===== config.mk =====
export PLATFORM = sky130hd
export DESIGN_NAME = adder_nibble_sequencer
export DESIGN_NICKNAME = d
export VERILOG_FILES = /design/src/rtl/adder_nibble_sequencer.sv
export SDC_FILE = /design/constraint.sdc
export NUM_CORES = 1
export LEC_CHECK = 0
export CAP_MARGIN = 20
export CELL_PAD_IN_SITES_DETAIL_PLACEMENT = 1
export CELL_PAD_IN_SITES_GLOBAL_PLACEMENT = 1
export CORE_MARGIN = 5
export CORE_UTILIZATION = 44
export CTS_CLUSTER_DIAMETER = 80
export DETAILED_ROUTE_END_ITERATION = 12
export GPL_TIMING_DRIVEN = 0
export HOLD_SLACK_MARGIN = 0.1
export PLACE_DENSITY = 0.93
export SLEW_MARGIN = 20
export SYNTH_ARGS = -nofsm -noshare
export SYNTH_HDL_FRONTEND = slang
export SYNTH_SLANG_ARGS = --single-unit

===== constraint.sdc =====
create_clock -name clk -period 9.7 [get_ports clk]
set_clock_uncertainty 0.2 [all_clocks]
set_input_delay 1.455 -clock clk [delete_from_list [all_inputs] [get_ports clk]]
set_output_delay 1.455 -clock clk [all_outputs]
set_load 0.02 [all_outputs]

===== src/rtl/adder_nibble_sequencer.sv =====
// Multi-cycle WIDTH-bit add/subtract that reuses one 4-bit ripple adder,
// one nibble per clock, with the inter-nibble carry held in carry_reg.

module FullAdder_4Bit (
  input  logic [3:0] a,
  input  logic [3:0] b,
  input  logic       cin,
  output logic [3:0] sum,
  output logic       cout
);

  logic [4:0] c;

  always_comb begin
    c    = '0;
    sum  = '0;
    c[0] = cin;
    for (int i = 0; i < 4; i++) begin
      sum[i]   = a[i] ^ b[i] ^ c[i];
      c[i+1]   = (a[i] & b[i]) | (c[i] & (a[i] ^ b[i]));
    end
    cout = c[4];
  end

endmodule

module adder_nibble_sequencer #(
  parameter int WIDTH = 16
) (
  input  logic             clk,
  input  logic             rst_n,
  input  logic             start,
  input  logic             op_sub,
  input  logic [WIDTH-1:0] a,
  input  logic [WIDTH-1:0] b,
  output logic             busy,
  output logic             done,
  output logic [WIDTH-1:0] sum,
  output logic             cout,
  output logic             ovf
);

  localparam int NIB = WIDTH / 4;
  localparam int IW  = (NIB > 1) ? $clog2(NIB) : 1;
  localparam logic [IW-1:0] LAST = IW'(NIB - 1);

  typedef enum logic [1:0] {
    IDLE,
    RUN,
    DONE
  } state_t;

  state_t state;
  state_t state_nxt;

  logic [WIDTH-1:0] a_reg;
  logic [WIDTH-1:0] b_reg;
  logic             op_sub_reg;
  logic             carry_reg;
  logic [IW-1:0]    idx;

  logic [3:0] a_nib;
  logic [3:0] b_nib;
  logic [3:0] fa_sum;
  logic       fa_cout;
  logic       last;
  logic       accept;

  assign a_nib  = a_reg[{idx, 2'b00} +: 4];
  assign b_nib  = b_reg[{idx, 2'b00} +: 4] ^ {4{op_sub_reg}};
  assign last   = (idx == LAST);
  assign accept = start && (state != RUN);

  FullAdder_4Bit u_fa (
    .a    (a_nib),
    .b    (b_nib),
    .cin  (carry_reg),
    .sum  (fa_sum),
    .cout (fa_cout)
  );

  always_ff @(posedge clk or negedge rst_n) begin
    if (!rst_n) state <= IDLE;
    else        state <= state_nxt;
  end

  always_comb begin
    state_nxt = state;
    unique case (state)
      IDLE:    if (start) state_nxt = RUN;
      RUN:     if (last)  state_nxt = DONE;
      DONE:    state_nxt = start ? RUN : IDLE;
      default: state_nxt = IDLE;
    endcase
  end

  always_comb begin
    busy = (state == RUN);
    done = (state == DONE);
  end

  always_ff @(posedge clk or negedge rst_n) begin
    if (!rst_n) begin
      a_reg      <= '0;
      b_reg      <= '0;
      op_sub_reg <= 1'b0;
      carry_reg  <= 1'b0;
      idx        <= '0;
      sum        <= '0;
      cout       <= 1'b0;
      ovf        <= 1'b0;
    end else if (accept) begin
      a_reg      <= a;
      b_reg      <= b;
      op_sub_reg <= op_sub;
      carry_reg  <= op_sub;
      idx        <= '0;
    end else if (state == RUN) begin
      sum[{idx, 2'b00} +: 4] <= fa_sum;
      carry_reg              <= fa_cout;
      idx                    <= last ? '0 : idx + 1'b1;
      if (last) begin
        cout <= fa_cout;
        // signed overflow: like-signed inputs, result sign differs
        ovf  <= (a_nib[3] == b_nib[3]) && (fa_sum[3] != a_nib[3]);
      end
    end
  end

endmodule


## Word-level counts from Yosys, hierarchy flattened

Cells that the tools add are included.

| cells by class | value |
|---|---|
| reduce and logical (&&, ||, !) cells | 7 |
| $lt $le $gt $ge | 0 |
| equality and inequality tests | 8 |
| bitwise logic cells | 22 |
| multiplexer cells | 10 |
| multiply operators | 0 |
| add/subtract/negate cells | 2 |
| shift-type cells | 4 |
| divide/modulo/power cells | 0 |

Operator list:

| operator | count |
|---|---|
| indexed part select 16 x 5 -> 4 bit | 2 |
| bitwise mux 16 bit | 1 |
| variable shift 4 x 6 -> 16 bit (first input constant) | 1 |
| indexed part select 4 x 6 -> 16 bit | 1 |
| two-way mux 2 bit | 5 |
| AND 1 bit | 8 |
| XOR 1 bit | 8 |
| negator 4 -> 6 bit | 1 |
| one-hot mux 2 bit (3 select lines) | 1 |
| equality test 2 bit (second input constant) | 2 |
| inequality test 2 x 1 -> 1 bit (second input constant) | 2 |
| bitwise OR 1 bit | 4 |
| AND reduction 2 bit | 2 |
| XOR 4 bit | 1 |
| two-way mux 1 bit | 3 |
| AND reduction 3 bit | 1 |
| adder 2 x 1 -> 2 bit (second input constant) | 1 |
| equality test 2 x 1 -> 1 bit (second input constant) | 1 |
| logical AND 1 bit | 2 |
| logical NOT 2 bit | 1 |
| inequality test 2 bit (second input constant) | 1 |
| nonzero test 2 bit | 1 |
| equality test 1 bit | 1 |
| inequality test 1 bit | 1 |
| NOT 1 bit | 1 |

| word-level totals | value |
|---|---|
| bits in latches | 0 |
| memory bits (writable) | 0 |
| register bits after elaboration | 56 |
| bits in read-only memories | 0 |
| memories | 0 |
| logic and storage cells | 62 |
| input port bits | 36 |

## Logic depth before layout (Yosys ltp)

Gate-level depths: netlist of run 1.

| depth | value |
|---|---|
| depth in word-level cells | 13 |
| gate-level depth with buffers | 10 |
| gate-level depth less buffers | 9 |

## By module

From an unflattened synthesis of run 1, not the netlist that was laid out.

| second synthesis, totals | value |
|---|---|
| cell total of the unflattened synthesis | 187 |
| area, all modules | 2,595.0 um^2 |

Modules (own cells, without submodules):

| module | area an instance (um^2) | cells an instance | seq. area each (um^2) | times used |
|---|---|---|---|---|
| adder_nibble_sequencer | 2,477.4 | 173 | 1,401.3 | 1 |
| FullAdder_4Bit | 117.6 | 14 | 0.0 | 1 |

## Worst setup path after synthesis of run 1

OpenSTA, ideal clock, no wires.

| timing | value |
|---|---|
| path kind | register to register |
| from | register idx[0] |
| to | register ovf |
| library setup time | 92 ps |
| buffers on the path | 1 |
| stages on the path, launching flop included | 11 |
| arrival | 3,048 ps |
| clock period less this slack | 3,340 ps |
| path slack | 6,360 ps |
| cells stage by stage | dfrtp_1 -> buf_6 -> mux4_1 -> xor2_1 -> fa_1 -> inv_1 -> fa_1 -> fa_1 -> fa_1 -> xor2_1 -> o31ai_2 |

| on the way | value |
|---|---|
| longest elaborated chain between the ends | 12 |
| elaborated cells between the ends (all ways) | 22 |
| those cells by class | 3 x eq/ne; 2 x shift; 15 x bitwise; 2 x reduce/logical |

Ends and longest elaborated chain:

| what | RTL line | source |
|---|---|---|
| from (decl) | 60 | `logic [IW-1:0] idx;` |
| from (signal assigned) | 121 | `idx <= last ? '0 : idx + 1'b1;` |
| indexed part select 16 x 5 -> 4 bit | 70 | `assign b_nib = b_reg[{idx, 2'b00} +: 4] ^ {4{op_sub_reg}};` |
| XOR 4 bit | 70 |  |
| XOR 1 bit | 20 | `c[i+1] = (a[i] & b[i]) \| (c[i] & (a[i] ^ b[i]));` |
| AND 1 bit | 20 |  |
| bitwise OR 1 bit | 20 |  |
| AND 1 bit | 20 |  |
| bitwise OR 1 bit | 20 |  |
| AND 1 bit | 20 |  |
| bitwise OR 1 bit | 20 |  |
| XOR 1 bit | 19 | `sum[i] = a[i] ^ b[i] ^ c[i];` |
| inequality test 1 bit | 125 | `ovf <= (a_nib[3] == b_nib[3]) && (fa_sum[3] != a_nib[3]);` |
| logical AND 1 bit | 125 |  |
| to (signal assigned) | 125 |  |
| to (decl) | 40 | `output logic ovf` |

Parallel ways exist; a longest one is shown, timed or not.
A chain may end at the register's enable or synchronous reset.

## Worst setup path after layout of run 1

| timing | value |
|---|---|
| from | register idx[0] |
| to | register sum[7] |

| on the way | value |
|---|---|
| longest elaborated chain between the ends | 12 |
| elaborated cells between the ends (all ways) | 24 |
| those cells by class | 1 x add/sub; 4 x shift; 1 x mux; 18 x bitwise |

Ends and longest elaborated chain:

| what | RTL line | source |
|---|---|---|
| indexed part select 16 x 5 -> 4 bit | 70 |  |
| XOR 4 bit | 70 |  |
| XOR 1 bit | 19, 20 |  |
| AND 1 bit | 20 |  |
| bitwise OR 1 bit | 20 |  |
| AND 1 bit | 20 |  |
| bitwise OR 1 bit | 20 |  |
| AND 1 bit | 20 |  |
| bitwise OR 1 bit | 20 |  |
| XOR 1 bit | 19 |  |
| indexed part select 4 x 6 -> 16 bit | 119 | `sum[{idx, 2'b00} +: 4] <= fa_sum;` |
| bitwise mux 16 bit (*) | 119 |  |
| to (signal, indexed assignment) | 119 |  |
| to (decl) | 38 | `output logic [WIDTH-1:0] sum,` |

Mark *: on every way between the ends. The rest lies on a longest branch, timed or not.

==> results.ini, run 1 <==
[placed_design]
dpl-instance-area_mm2 = 0.00325
dp.cells = 318
dp_hpwl_um = 4760
numPortBuffers = 55
gp_congestion = 0.741

[setup_path]
crit_type = flop to flop
start_kind = flop
reg2reg_to = sum[7]
slowest_stage = fa_1
cp.arrival_ns = 3.80
path_cells = buf_6, mux4_1, xor2_1, fa_1, inv_1, fa_1, fa_1, fa_1, o41ai_1
reg2reg_from = idx[0]
r2r_cells = 9
crit_path_end_kind = flop
r2r_slack_ns = 5.89
critPathCapture = sum[7]
crit_top_cell = fa_1
cp.required_ns = 9.69
cp-startpoint = idx[0]
critPathMaxStageDelay_ns = 0.60
path_max_fanout = 5

[route]
vias = 1725
drcViolationCount = 0
routedWlPerCell_um = 18.7
drtIter0Drc = 73
wirelength_um = 6090
drt_pass1_iterations = 4
vias_per_cell = 5.29
antenna_left = 0

[cells_and_area]
antenna_cells = 0
fin_util = 0.571
final_layout_size_suffix_gt1_frac = 0.223
final_cells = 326
fin_area_mm2 = 0.00334
area_growth_pct = 28.1
fin_nets = 297

[global_route]
grtUsageTotal = 0.174
antenna_found_initial = 0
grt_pass1_vias = 1962
grt-ovfl-total = 0
grt_pass1_wl_um = 10000
grt_max_degree = 57

[worst_hold_path]
hold_class = flop to flop
whs_path_depth = 2

[clock_network]
post_cts_buffers = 0
cts_root_buf = clkbuf_8
cts_buffer_depth = 2
cts_tree = yes
cts_resized = 0
cts_max_level = 2
postCtsHoldBufs = 0
clock-sinks = 56
cts_buffers = 5
clk_latency_ns = 0.32
path_clk_slew_ns = 0.10

[sta]
tightestPinTransition_ns = 0.701
hold_viol = 0
period_minus_slack_ns = 3.81
timing.setup.tns_ns = 0
setup_viol = 0
fin_crit_sh = 0.392
max_freq_mhz = 263
hold_ws_ns = 0.284
max_slew_margin = 0.533
drv_slew = 0
rsz0062_at_grt = no

[synthesis]
synth_seq_cells = 56
synth.top_cells.by_area = dfrtp_1 (54%), mux2_2 (14%), mux4_2 (4.3%)
synth_top_area_frac = 0.538
syn_inst = 188
seq_area_frac_synth = 0.538
yosys_warnings = 0
avgSynthCellArea_um2 = 13.9
yosysTopAreaCell = dfrtp_1
ys_types = 28
synth.net_count = 235
syn_area_mm2 = 0.00261

[die]
start_util = 0.445
fp.coreArea_mm2 = 0.00585
pin_count = 56
dieHeight_um = 87.0
std_cell_rows = 28
dieArea_mm2 = 0.00756
chipWidth_um = 87.0

[power]
power_density_mw_per_mm2 = 376
power_leakage_nw = 1.42
ir_drop_v = 0.000162

[run_status]
status = completed

[flow_run]
max_cap_violations = 0

## report_power, final
group | internal (mW) | leakage (nW) | switching (mW)
clock network | 0.0514 | 0.0445 | 0.0785
registers | 0.336 | 0.695 | 0.0587
logic | 0.327 | 0.686 | 0.403
total | 0.714 | 1.42 | 0.540
## worst max-delay path, delay by kind of cell, from the launching register on
family	cells	cell delay, ns
mux	1	0.57
flops	1	0.44
xor+xnor	1	0.23
fa+ha+maj	4	1.60
buf+inv	2	0.22
compound gates	1	0.44
## worst min path at each step
stage	from	to	slack, ns
finish	sum[9]	sum[9]	0.28
global route	sum[14]	sum[14]	0.32
CTS	sum[9]	sum[9]	0.29
detailed placement	sum[9]	sum[9]	0.26
global placement	sum[6]	sum[6]	0.26
floorplan	b_reg[4]	b_reg[4]	0.27
## metrics by stage
step,worst slack (ns),power [mW]
after global placement,5.29,1.08
after floorplan,6.36,0.874
after global routing,5.74,1.34
final,5.89,1.25
after detailed placement,5.86,1.13
after CTS,5.84,1.27
## area by class of cell
class / count / area (um2)
tap: 75 / 93.8
fill: 607 / 2510
clock inverter: 3 / 21.3
clock buffer: 5 / 68.8
sequential: 56 / 1400
multi-input combinational: 112 / 1110
buffer: 9 / 50.0
inverter: 11 / 41.3
timing repair buffer: 55 / 548
## cell families (layout without fill, tap and decap cells)
family | after synthesis | in the layout | synth area share
adders and majority gates | 11 | 11 | 0.0643
muxes | 41 | 41 | 0.216
xor gates and xnor gates | 5 | 5 | 0.0168
and+or+nand+nor | 32 | 32 | 0.0576
AOI/OAI and AO/OA | 23 | 23 | 0.0725
DFF | 56 | 56 | 0.538
buffers and inverters | 20 | 83 | 0.0350
## cell usage after synthesis (all sizes together)
cell / number
mux4: 8
nor2b: 2
xnor2: 2
xor2: 3
a21oi: 1
a211oi: 1
o2bb2ai: 4
fa: 4
clkinv: 1
nand2b: 3
o41ai: 9
nand3b: 4
a22o: 1
dfrtp: 56
nand4: 1
nand2: 19
o31ai: 5
o21ai: 1
ha: 7
clkbuf: 1
o22ai: 1
buf: 8
inv: 10
mux2: 33
nor2: 3
## cells in the final DEF, fill, tap and decap left out, types with 4 or more instances in the layout
cell / n
nand3b_1: 4
ha_1: 7
inv_1: 10
clkbuf_8: 5
nand2_1: 19
buf_2: 7
fa_1: 4
o41ai_1: 9
clkdlybuf4s50_1: 54
mux4_2: 5
o2bb2ai_1: 4
o31ai_1: 4
mux2_2: 33
dfrtp_1: 56
## layer usage
metal | GRT usage | part of all wire | up-vias
met2 | 0.326 | 0.55 | 55
met3 | 0.0350 | 0.054 | 7
met4 | 0.0439 | 0.011 | 0
met5 | 0 | 0 | -
li1 | - | - | 794
met1 | 0.201 | 0.38 | 869
No activity file was read; power rests on OpenSTA's default activity.
==> run 2: changes to the inputs <==
CORE_UTILIZATION = 37   (was 44)
PLACE_DENSITY = 0.84   (was 0.93)
clock period = 3.4 ns   (was 9.7 ns; I/O delays follow)
==> run 2 against run 1 <==
Compared with the run above: the run now ends with setup timing left; non-clock buffer count up 10; utilization fell by 5.5 points; clock power rose to 3.3 times the previous value; largest power group unchanged; highest routed layer unchanged.
==> results.ini, run 2 (synthesis gave the netlist of run 1 again) <==
[power]
power_density_mw_per_mm2 = 1180  ; +210%
p_total_mw = 4.15  ; +230%
power_leakage_nw = 1.51  ; +6.3%
ir_drop_v = 0.000626  ; +290%

[route]
drcViolationCount = 0  ; unchanged
vias_per_cell = 4.94  ; -6.7%
route.met3.wl_um = 335  ; +1.5%
vias = 1763  ; +2.2%
top_layer = met4
wirelength_um = 6320  ; +3.8%
m1WireLength_um = 2630  ; +13%
drtIter0Drc = 69  ; -5.5%
routedWlPerCell_um = 17.7  ; -5.2%
drt_pass1_iterations = 4  ; unchanged
antenna_left = 0  ; unchanged
wl_met2_um = 3270  ; -2.7%

[global_route]
grtUsageTotal = 0.153  ; -0.0212
antenna_found_initial = 0  ; unchanged
grt-ovfl-total = 0  ; unchanged
grt_pass1_vias = 2011  ; +2.5%
grt_max_degree = 57  ; unchanged
grt_pass1_wl_um = 10300  ; +2.5%

[cells_and_area]
most-common-layout-cells = dfrtp_1 (56), clkdlybuf4s50_1 (54), mux2_2 (33)
multi_input_area_mm2 = 0.00115  ; +3.6%
antenna_cells = 0  ; unchanged
layout_commonest_cell = dfrtp_1
fill_cells = 713  ; +17%
final_layout_size_suffix_gt1_frac = 0.280  ; +0.0566
seqCellArea_mm2 = 0.00140  ; unchanged
fin_nets = 307  ; +3.4%
area_growth_pct = 35.2

[setup_path]
crit_path_end_kind = flop
cp.required_ns = 3.40  ; -6.29 ns
start_kind = flop
path_max_fanout = 5  ; unchanged
cp.arrival_ns = 3.42  ; -0.38 ns
crit_type = flop to flop

[clock_network]
cts_root_buf = clkbuf_8
path_clk_slew_ns = 0.10  ; about the same
cts_tree = yes
clock-sinks = 56  ; unchanged
clk_latency_ns = 0.31  ; about the same
cts_buffers = 5  ; unchanged
cts_buffer_depth = 2  ; unchanged
cts_max_level = 2  ; unchanged

[sta]
max_slew_margin = 0.520  ; -0.0121
period_minus_slack_ns = 3.42  ; -0.384 ns
setup_viol = 1  ; +1
max_freq_mhz = 292  ; +11%
rsz0062_at_grt = yes
worst_slack_ns = -0.0218  ; -5.92 ns
drv_slew = 0  ; unchanged
fin_crit_sh = 1.01  ; +0.614
hold_viol = 0  ; unchanged
tightestPinTransition_ns = 0.719  ; +0.0182 ns

[die]
dieHeight_um = 93.9  ; +8.0%
start_util = 0.382  ; -0.0640
fp.coreArea_mm2 = 0.00683  ; +17%
dieArea_mm2 = 0.00882  ; +17%
pin_count = 56  ; unchanged
std_cell_rows = 30  ; +7.1%
chipWidth_um = 93.9  ; +8.0%

[placed_design]
numPortBuffers = 55  ; unchanged
post-place-ws_ns = -0.397  ; -6.26 ns
gp_congestion = 0.790  ; +6.7%
dp_hpwl_um = 4580  ; -3.8%

[run_status]
violations = setup timing
status = complete, but fails checks

[worst_hold_path]
hold_class = flop to flop

[flow_run]
max_cap_violations = 0  ; unchanged

==> run 2: stage by stage <==
stage | cell area (um2) | hold WS [ns] | setup TNS (ns) | utilization | instances
2_1_floorplan | 2610 | 0.0144 | 0 | - | 188
3_5_place_dp | 3270 | 0.266 | -1.60 | 0.479 | 339
5_1_grt | 3520 | 0.331 | -0.245 | 0.516 | 357
3_3_place_gp | 3280 | 0.260 | -6.52 | 0.480 | 339
4_1_cts | 3460 | 0.292 | -0.524 | 0.507 | 354
6_report | 3520 | 0.283 | -0.0218 | 0.516 | 357
==> run 2: per-layer routing <==
metal / global-route usage / up-vias
li1: - / 809
met1: 0.178 / 898
met2: 0.280 / 48
met3: 0.0377 / 8
met4: 0.0397 / 0
met5: 0 / -
==> run 2: where the power goes <==
part           total (mW)  internal, mW  leakage, nW  switching (mW)
clock network       0.433         0.219       0.0552           0.214
logic                2.60          1.30        0.764            1.30
registers            1.12         0.958        0.695           0.159
==> run 2: worst paths after layout <==
| path | from | to | slack (ns) | cells past startpoint |
|---|---|---|---|---|
| setup / recovery | idx[0] | ovf | -0.02 | 10 |
| min in group asynchronous | rst_n | sum[14] | 0.59 | 2 |
| hold reg to reg | sum[11] | sum[11] | 0.28 | 2 |
| setup reg to reg | idx[0] | ovf | -0.02 | 10 |
| max in group asynchronous | rst_n | a_reg[12] | 1.93 | 2 |
| hold / removal | sum[11] | sum[11] | 0.28 | 2 |
==> run 2: critical path, stage by stage, from the launching register on <==
cell and delay, ns:
dfrtp_1 0.42, buf_6 0.13, mux4_2 0.53, xor2_2 0.16
fa_2 0.22, inv_2 0.04, fa_2 0.33, fa_2 0.37
fa_2 0.65, xor2_1 0.20, o31ai_2 0.07
==> run 2: area by class of cell <==
type,instances,share of cell area
buffer,9,0.0202
clock inverter,2,0.00994
timing repair buffer,65,0.179
clock buffer,6,0.0206
multi-input combinational,112,0.327
tap,96,0.0341
inverter,11,0.0117
sequential,56,0.398
==> run 2: repair_timing <==
action,CTS,global route
hold buffers,1,0
endpoints found under the hold margin,56,0
pin swaps,5,5
buffers inserted,6,3
setup endpoints to repair,5,5
resized for setup,10,7
==> run 3: changes to the inputs <==
ABC_AREA = 0   (was unset)
==> results of run 3 <==
The final DEF is identical to that of run 2; final timing and power are the same.
